==> src/rtl/intdiv_sd2_to_bin.sv <==
// intdiv_sd2_to_bin
// Serial SD2 -> two's-complement converter for the quotient side of the SD2
// integer divider. Digits arrive MSB-first in (p,n) encoding and are folded
// into Q / QM by on-the-fly conversion (QM == Q-1 always), so no
// carry-propagate adder is needed. After N digits the N-bit quotient and an
// overflow flag are presented through a valid/ready handshake.
//
// Optional feature: define INTDIV_SD2BIN_CORR_EN to add the in_corr port.
// in_corr is sampled with the Nth digit; when set, the word presented is
// the quotient minus one, taken from QM.
module intdiv_sd2_to_bin #(
  parameter int N = 16
) (
  input  logic         clk,
  input  logic         rst,
  input  logic         flush,
  input  logic         in_valid,
  output logic         in_ready,
  input  logic [1:0]   in_digit,
  output logic         out_valid,
  input  logic         out_ready,
  output logic [N-1:0] out_q,
  output logic         out_ovf
`ifdef INTDIV_SD2BIN_CORR_EN
  ,
  input  logic         in_corr
`endif
);

  localparam int CW = $clog2(N + 1);

  typedef enum logic {
    ACCUM = 1'b0,
    DONE  = 1'b1
  } state_t;

  state_t        state;
  logic [CW-1:0] cnt;
  logic [N:0]    q;
  logic [N:0]    qm;

  logic [N:0]    q_nxt;
  logic [N:0]    qm_nxt;
  logic [N:0]    res;
  logic          dig_fire;
  logic          last_dig;

  assign dig_fire = in_valid & in_ready;
  assign last_dig = (cnt == CW'(N - 1));

  // On-the-fly conversion step for the incoming digit; both zero codes append 0
  always_comb begin
    q_nxt  = q;
    qm_nxt = qm;
    case (in_digit)
      2'b10: begin
        q_nxt  = (q << 1) | {{N{1'b0}}, 1'b1};
        qm_nxt = q << 1;
      end
      2'b01: begin
        q_nxt  = (qm << 1) | {{N{1'b0}}, 1'b1};
        qm_nxt = qm << 1;
      end
      default: begin
        q_nxt  = q << 1;
        qm_nxt = (qm << 1) | {{N{1'b0}}, 1'b1};
      end
    endcase
  end

  // Final word selection: QM path yields quotient-1 when a correction is requested
  always_comb begin
`ifdef INTDIV_SD2BIN_CORR_EN
    res = in_corr ? qm_nxt : q_nxt;
`else
    res = q_nxt;
`endif
  end

  // Control FSM, conversion registers and registered handshake/result outputs
  always_ff @(posedge clk or posedge rst) begin
    if (rst) begin
      state     <= ACCUM;
      cnt       <= '0;
      q         <= '0;
      qm        <= '1;
      in_ready  <= 1'b0;
      out_valid <= 1'b0;
      out_q     <= '0;
      out_ovf   <= 1'b0;
    end else if (flush) begin
      state     <= ACCUM;
      cnt       <= '0;
      q         <= '0;
      qm        <= '1;
      in_ready  <= 1'b1;
      out_valid <= 1'b0;
    end else begin
      case (state)
        ACCUM: begin
          in_ready  <= 1'b1;
          out_valid <= 1'b0;
          if (dig_fire) begin
            q   <= q_nxt;
            qm  <= qm_nxt;
            cnt <= cnt + 1'b1;
            if (last_dig) begin
              state     <= DONE;
              in_ready  <= 1'b0;
              out_valid <= 1'b1;
              out_q     <= res[N-1:0];
              out_ovf   <= res[N] ^ res[N-1];
            end
          end
        end
        DONE: begin
          if (out_ready) begin
            state     <= ACCUM;
            cnt       <= '0;
            q         <= '0;
            qm        <= '1;
            in_ready  <= 1'b1;
            out_valid <= 1'b0;
          end
        end
        default: begin
          state     <= ACCUM;
          cnt       <= '0;
          q         <= '0;
          qm        <= '1;
          in_ready  <= 1'b0;
          out_valid <= 1'b0;
        end
      endcase
    end
  end

endmodule

==> config.mk <==
export PLATFORM = sky130hd
export DESIGN_NAME = intdiv_sd2_to_bin
export DESIGN_NICKNAME = d
export VERILOG_FILES = /design/src/rtl/intdiv_sd2_to_bin.sv
export SDC_FILE = /design/constraint.sdc
export NUM_CORES = 1
export LEC_CHECK = 0
export BUFFER_PORTS_ARGS = -buffer_cell sky130_fd_sc_hd__buf_2
export CAP_MARGIN = 20
export CORE_ASPECT_RATIO = 0.8
export CORE_MARGIN = 2
export CORE_UTILIZATION = 40
export DETAILED_ROUTE_END_ITERATION = 7
export GPL_TIMING_DRIVEN = 0
export PLACE_DENSITY = 0.69
export SLEW_MARGIN = 20
export SYNTH_ARGS = -nofsm -noshare
export SYNTH_HDL_FRONTEND = slang
export SYNTH_SLANG_ARGS = --single-unit
export TNS_END_PERCENT = 1
==> constraint.sdc <==
create_clock -name clk -period 4.2 [get_ports clk]
set_input_delay 0.84 -clock clk [delete_from_list [all_inputs] [get_ports clk]]
set_output_delay 0.84 -clock clk [all_outputs]
set_load 0.02 [all_outputs]
=== Word-level counts from Yosys, hierarchy flattened ===
Cells that the tools add are included.

* Register bits after elaboration: 57
* Logic and storage cells: 47
* Output and inout port bits: 19
* Input bits: 7

* $add $sub $neg: 1
* Multiplexer cells: 27
* Bitwise gates (word level): 4
* Equal/unequal tests: 5
* Reductions and logical operators: 2

{| class="wikitable"
|+ Operators with widths
! cell !! number
|-
| 16-bit two-way mux || 6
|-
| 16-bit case mux with 2 select lines || 3
|-
| 17-bit case mux with 2 select lines || 1
|-
| 5-bit two-way mux || 3
|-
| 1-bit two-way mux || 10
|-
| 5-bit case mux with 2 select lines || 1
|-
| 3-bit inequality test (second input constant) || 2
|-
| 1-bit case mux with 2 select lines || 3
|-
| 5-bit by 1-bit adder with 5-bit output (second input constant) || 1
|-
| 5-bit by 4-bit equality test with 1-bit output (second input constant) || 1
|-
| 4-bit AND reduction || 1
|-
| 2-bit by 1-bit equality test with 1-bit output (second input constant) || 1
|-
| 2-bit equality test (second input constant) || 1
|-
| 1-bit NOT || 2
|-
| 2-bit AND reduction || 1
|-
| 1-bit bitwise AND || 1
|-
| 1-bit XOR || 1
|}

=== Depth between registers and ports, before layout ===
* Depth in word-level cells: 5
* Gate-level depth with buffers: 8
* Depth with buffers taken out: 5

=== Worst setup path after synthesis ===
Ideal clock, no wire load.

* Path type: input -> register
* Start: in in_digit[0]
* End: reg out_q[4]
* Setup time: 0.125 ns
* Data required time: 4.075 ns
* Arrival time: 2.196 ns
* Slack: 1.879 ns
* Cell stages on the path: 7
* Path buffers: 2
* Cell sequence: inv_1 ha_1 or2_2 clkbuf_1 clkbuf_1 a22o_1 mux2_2

* Cells in the longest elaborated chain, start to end: 2
* Elaborated cells between the ends (all ways): 3
* Classes of those cells: eq/ne: 2; mux: 1

{| class="wikitable"
|+ Ends and longest elaborated chain
! element !! RTL line !! source
|-
| start: declaration || 19 || <nowiki>input logic [1:0] in_digit,</nowiki>
|-
| 2-bit by 1-bit equality test with 1-bit output / 2-bit equality test (equally long branches) || 55 || <nowiki>case (in_digit)</nowiki>
|-
| 17-bit case mux with 2 select lines (*) || 55 ||
|-
| end signal: assignment || 111 || <nowiki>out_q <= res[N-1:0];</nowiki>
|-
| end: declaration || 22 || <nowiki>output logic [N-1:0] out_q,</nowiki>
|}

Every way passes the cells marked *; elsewhere a longest branch is shown, timed or not.
A chain may end at the register's enable or synchronous reset.

=== Worst setup path after layout ===
* Start: in in_digit[0]
* End: reg out_q[3]

Same word-level chain as after synthesis.

==> summary.md <==
| Metric | Value |
|---|---|
| Maximum VDD drop | `~0.17 mV` |
| Largest delay share family, worst path | `buffers and inverters` |
| CP most frequent cell | `sky130_fd_sc_hd__buf_2` |
| Type of the worst min-delay path | `reg -> reg` |
| Wirelength, routed | `5610 um` |
| Area overhead of the layout relative to synthesis | `17.1%` |
| Number of buffers inserted during clock tree synthesis | `9` |
| Global route overflow | `0` |
| Top-level I/O count | `26` |
| Startpoint kind of the worst setup timing path | `input pin` |
| Antenna diodes | `0` |
| Main flop type after synthesis | `sky130_fd_sc_hd__dfrtp_1` |
| Switching power total | `296 uW` |
| HPWL reported at the end of detailed placement | `3810 um` |
| Vias per Instance | `5.62` |
| Clock edge transition at the registers on the reported setup and hold paths | `0.06 ns` |
| Die W | `between 90 and 100 um` |
| Antenna-violating nets left | `0` |
| Switch share | `23.3%` |
| Achievable Freq | `417 MHz` |
| Gate count after technology mapping | `200` |
| Worst Setup End Kind | `flip-flop` |
| Final number of max-transition violations | `0` |
| Die Height | `around 77 um` |
| Setup Viol. Count Final | `0` |
| Fraction of the yosys area taken by sequential cells | `54.8%` |
| CP max-delay cell | `sky130_fd_sc_hd__clkbuf_1` |
| Deepest clock path buffer count | `2` |
| GR met3 Demand/Resource | `between 6 and 7%` |
| Length of the first detailed-routing pass in iterations | `4` |
| Cell area after synthesis | `2640 um2` |
| Area of the die | `between 7000 and 8000 um2` |
| Most common library cell in the layout ignoring fill and taps | `sky130_fd_sc_hd__dfrtp_1` |
| Worst reg-to-reg path cell count | `7` |
| Portion of the clock cycle consumed by the worst path in the final layout | `57.1%` |
| H-tree depth | `3` |
| Int Pwr | `about 970 uW` |
| Combinational Power Share | `9.5%` |
| Synth async-reset ratio | `between 90% and 100%` |
| Layout Cell Area excl Fill | `just over 3000 um2` |
| EDFF count, synth | `0` |
| Number of sinks on the clock net | `57` |
| Post-cts resize count | `0` |
| CTS tree | `built` |
| Largest net degree at the start of global routing | `between 50 and 60` |
| Number of design rule violations left after detail routing | `0` |
| Setup Total Neg Slack | `0 ns` |
| Setup Skew | `~0.013 ns` |
| First-pass GRT wire length | `9570 um` |
| Final min period | `roughly 2.4 ns` |
| Clock Latency Late Sink | `0.34 ns` |
| Most Used Layer, Global Route | `met2` |
| Crit Path Max Fanout | `10` |
| Reg power frac | `a little under half` |
| Count of placed standard cells in the final layout, fillers left out | `325` |
| Critical Path RT | `between 4 and 5 ns` |
| Via count | `1827` |
| Per-instance average area after synthesis | `13.2 um2` |
| Arrival time at the worst endpoint | `between 2 and 3 ns` |
| Buffer type at the clock tree root | `sky130_fd_sc_hd__clkbuf_8` |
| Reg-to-reg critical path endpoint | `out_q[2]` |
| Met2 layer usage reported by global route | `a little over a quarter` |
| Post-detailed-placement cell area | `2870 um2` |
| Count of state elements after synthesis | `57` |
| Synth Net Count | `211` |
| Buf/Inv on CP | `4` |
| Met1 capacity usage during global routing | `23.3%` |
| Hold violation total from the final report | `0` |
| Number of max-cap violations | `0` |
| Start point of the worst min-delay path | `out_q[8]` |
| Reg-to-reg critical path startpoint | `cnt[0]` |
| Total global-route track usage | `17.5%` |
| Cts-stage hold buffer count | `0` |
| Number of nets in the finished design | `247` |
| Vias in the first global route | `~1900` |
| Clk pwr share | `a little over two fifths` |
| Utilization after layout | `48.4%` |
| Cell-by-cell listing of the critical path | `buf_2 > inv_1 > ha_1 > buf_2 > nor2b_1 > clkbuf_1 > a22o_1 > mux2_4` |
| Leakage component of the power | `about 1.5 nW` |
| Result of the run | `complete, no violations` |
| Instance count along the most critical hold path | `1` |
| Number of buffers inserted by post-CTS setup repair | `0` |
| Power per cell area | `410 nW/um2` |
| Setup repair after global routing missed its margin | `no` |
| Count of yosys warnings during synthesis | `0` |
| Fraction of layout cells with a size suffix above 1 | `36.9%` |
| Worst slew margin | `53.2%` |
| Endpoint of the worst hold-timing path | `out_q[8]` |
| Starting Density | `41.4%` |
| Worst setup slack for register-to-register paths | `2.21 ns` |
| Distinct cell type count of the synthesized netlist | `41` |
| Average wire length per cell after detail routing | `17.3 um` |
| Routability cong. | `0.767` |
| Total power draw | `between 1 and 1.5 mW` |
| Initial antenna violation count | `0` |
| Start-to-end type of the worst setup path | `in -> reg` |
| Most frequent cells in the layout | `41 x sky130_fd_sc_hd__dfrtp_1, 31 x sky130_fd_sc_hd__buf_2, 30 x sky130_fd_sc_hd__a22o_1` |
| PortBufs | `25` |
| Core Area | `6380 um2` |
| Number of rows in the core area | `26` |
| Drt first-iter violations | `between 100 and 150` |
| Slew at the pin closest to its max-slew limit | `between 0.7 and 0.8 ns` |
| Delay contributed by the slowest stage of the critical path | `0.46 ns` |
| Instance count after placement with tap cells included | `between 300 and 400` |
[sequential cells by signal (all words and copies together) (netlist names)]
signal and flops:
out_valid 1, in_ready 1, out_q 16, q 16, cnt 5, qm 16
state 1, out_ovf 1
[worst max path at each step]
stage	to	depth (start not counted)	start	slack (ns)
floorplan	out_q[4]	7	in_digit[0]	1.88
global placement	out_q[3]	2	rst	1.23
detailed placement	out_q[3]	8	in_digit[0]	1.49
CTS	out_q[3]	8	in_digit[0]	1.84
global route	out_q[6]	8	in_digit[0]	1.71
finish	out_q[3]	8	in_digit[0]	1.80
[routing by layer]
metal / wire, um / part of all wire, %
met3: 272 / 4.8
met4: 66 / 1.2
met2: 2650 / 47
met1: 2620 / 47
met5: 0 / 0
[per-stage QoR]
stage	hold slack, ns	setup slack, ns
floorplan	0.457	1.88
global placement	0.477	1.23
detailed placement	0.489	1.49
CTS	0.503	1.84
global route	0.518	1.71
finish	0.499	1.80
[worst register-to-register path, delay by kind of cell, from the launching register on]
family                     cells  cell delay [ns]
adders and majority gates      2             0.50
DFF                            1             0.42
muxes                          1             0.30
and+or+nand+nor                2             0.36
buffers and inverters          2             0.29
[power groups by stage]
stage | clock [mW] | combinational (mW) | sequential [mW]
floorplan | 0 | 0.0918 | 0.603
global placement | 0 | 0.118 | 0.607
detailed placement | 0 | 0.122 | 0.608
CTS | 0.562 | 0.122 | 0.599
global route | 0.596 | 0.135 | 0.603
finish | 0.547 | 0.121 | 0.600
[synthesized netlist by cell type (2+ instances only)]
cell type | number | area, um2
sky130_fd_sc_hd__nand3_1 | 2 | 10.0
sky130_fd_sc_hd__mux2_4 | 7 | 105
sky130_fd_sc_hd__ha_1 | 4 | 50.1
sky130_fd_sc_hd__buf_2 | 6 | 30.0
sky130_fd_sc_hd__a211o_1 | 2 | 17.5
sky130_fd_sc_hd__nand2_1 | 3 | 11.3
sky130_fd_sc_hd__o2bb2ai_1 | 2 | 17.5
sky130_fd_sc_hd__a2bb2oi_1 | 13 | 114
sky130_fd_sc_hd__or2_2 | 2 | 12.5
sky130_fd_sc_hd__a31oi_1 | 2 | 12.5
sky130_fd_sc_hd__dfrtp_1 | 41 | 1030
sky130_fd_sc_hd__a21oi_1 | 5 | 25.0
sky130_fd_sc_hd__nor2b_1 | 2 | 12.5
sky130_fd_sc_hd__o21a_1 | 2 | 15.0
sky130_fd_sc_hd__mux2_2 | 9 | 101
sky130_fd_sc_hd__o21ai_0 | 2 | 10.0
sky130_fd_sc_hd__nor2_1 | 2 | 7.51
sky130_fd_sc_hd__dfstp_2 | 16 | 420
sky130_fd_sc_hd__a22o_1 | 30 | 263
sky130_fd_sc_hd__buf_6 | 3 | 33.8
sky130_fd_sc_hd__inv_1 | 6 | 22.5
sky130_fd_sc_hd__a22oi_1 | 13 | 97.6
sky130_fd_sc_hd__and3b_1 | 2 | 17.5
sky130_fd_sc_hd__a221o_1 | 2 | 20.0
sky130_fd_sc_hd__clkbuf_1 | 6 | 22.5
[cells by family (layout without fill, tap and decap cells)]
kind of cell    Yosys count  after routing  share of synthesized area [%]
flops                    57             57                           54.8
fa+ha+maj                 4              4                           1.90
buf+inv                  23             64                           5.17
compound gates           78             78                           24.2
xor+xnor                  1              1                          0.332
simple gates             20             20                           5.31
mux                      17             17                           8.21
[cell type report]
type	instances	area, um2
clock buffer	14	183
inverter	6	25.0
tap	84	105
timing repair buffer	25	125
sequential	57	1450
clock inverter	2	35.0
buffer	17	114
multi-input combinational	120	1050
fill	603	3290
(Power assumes the default switching activity.)
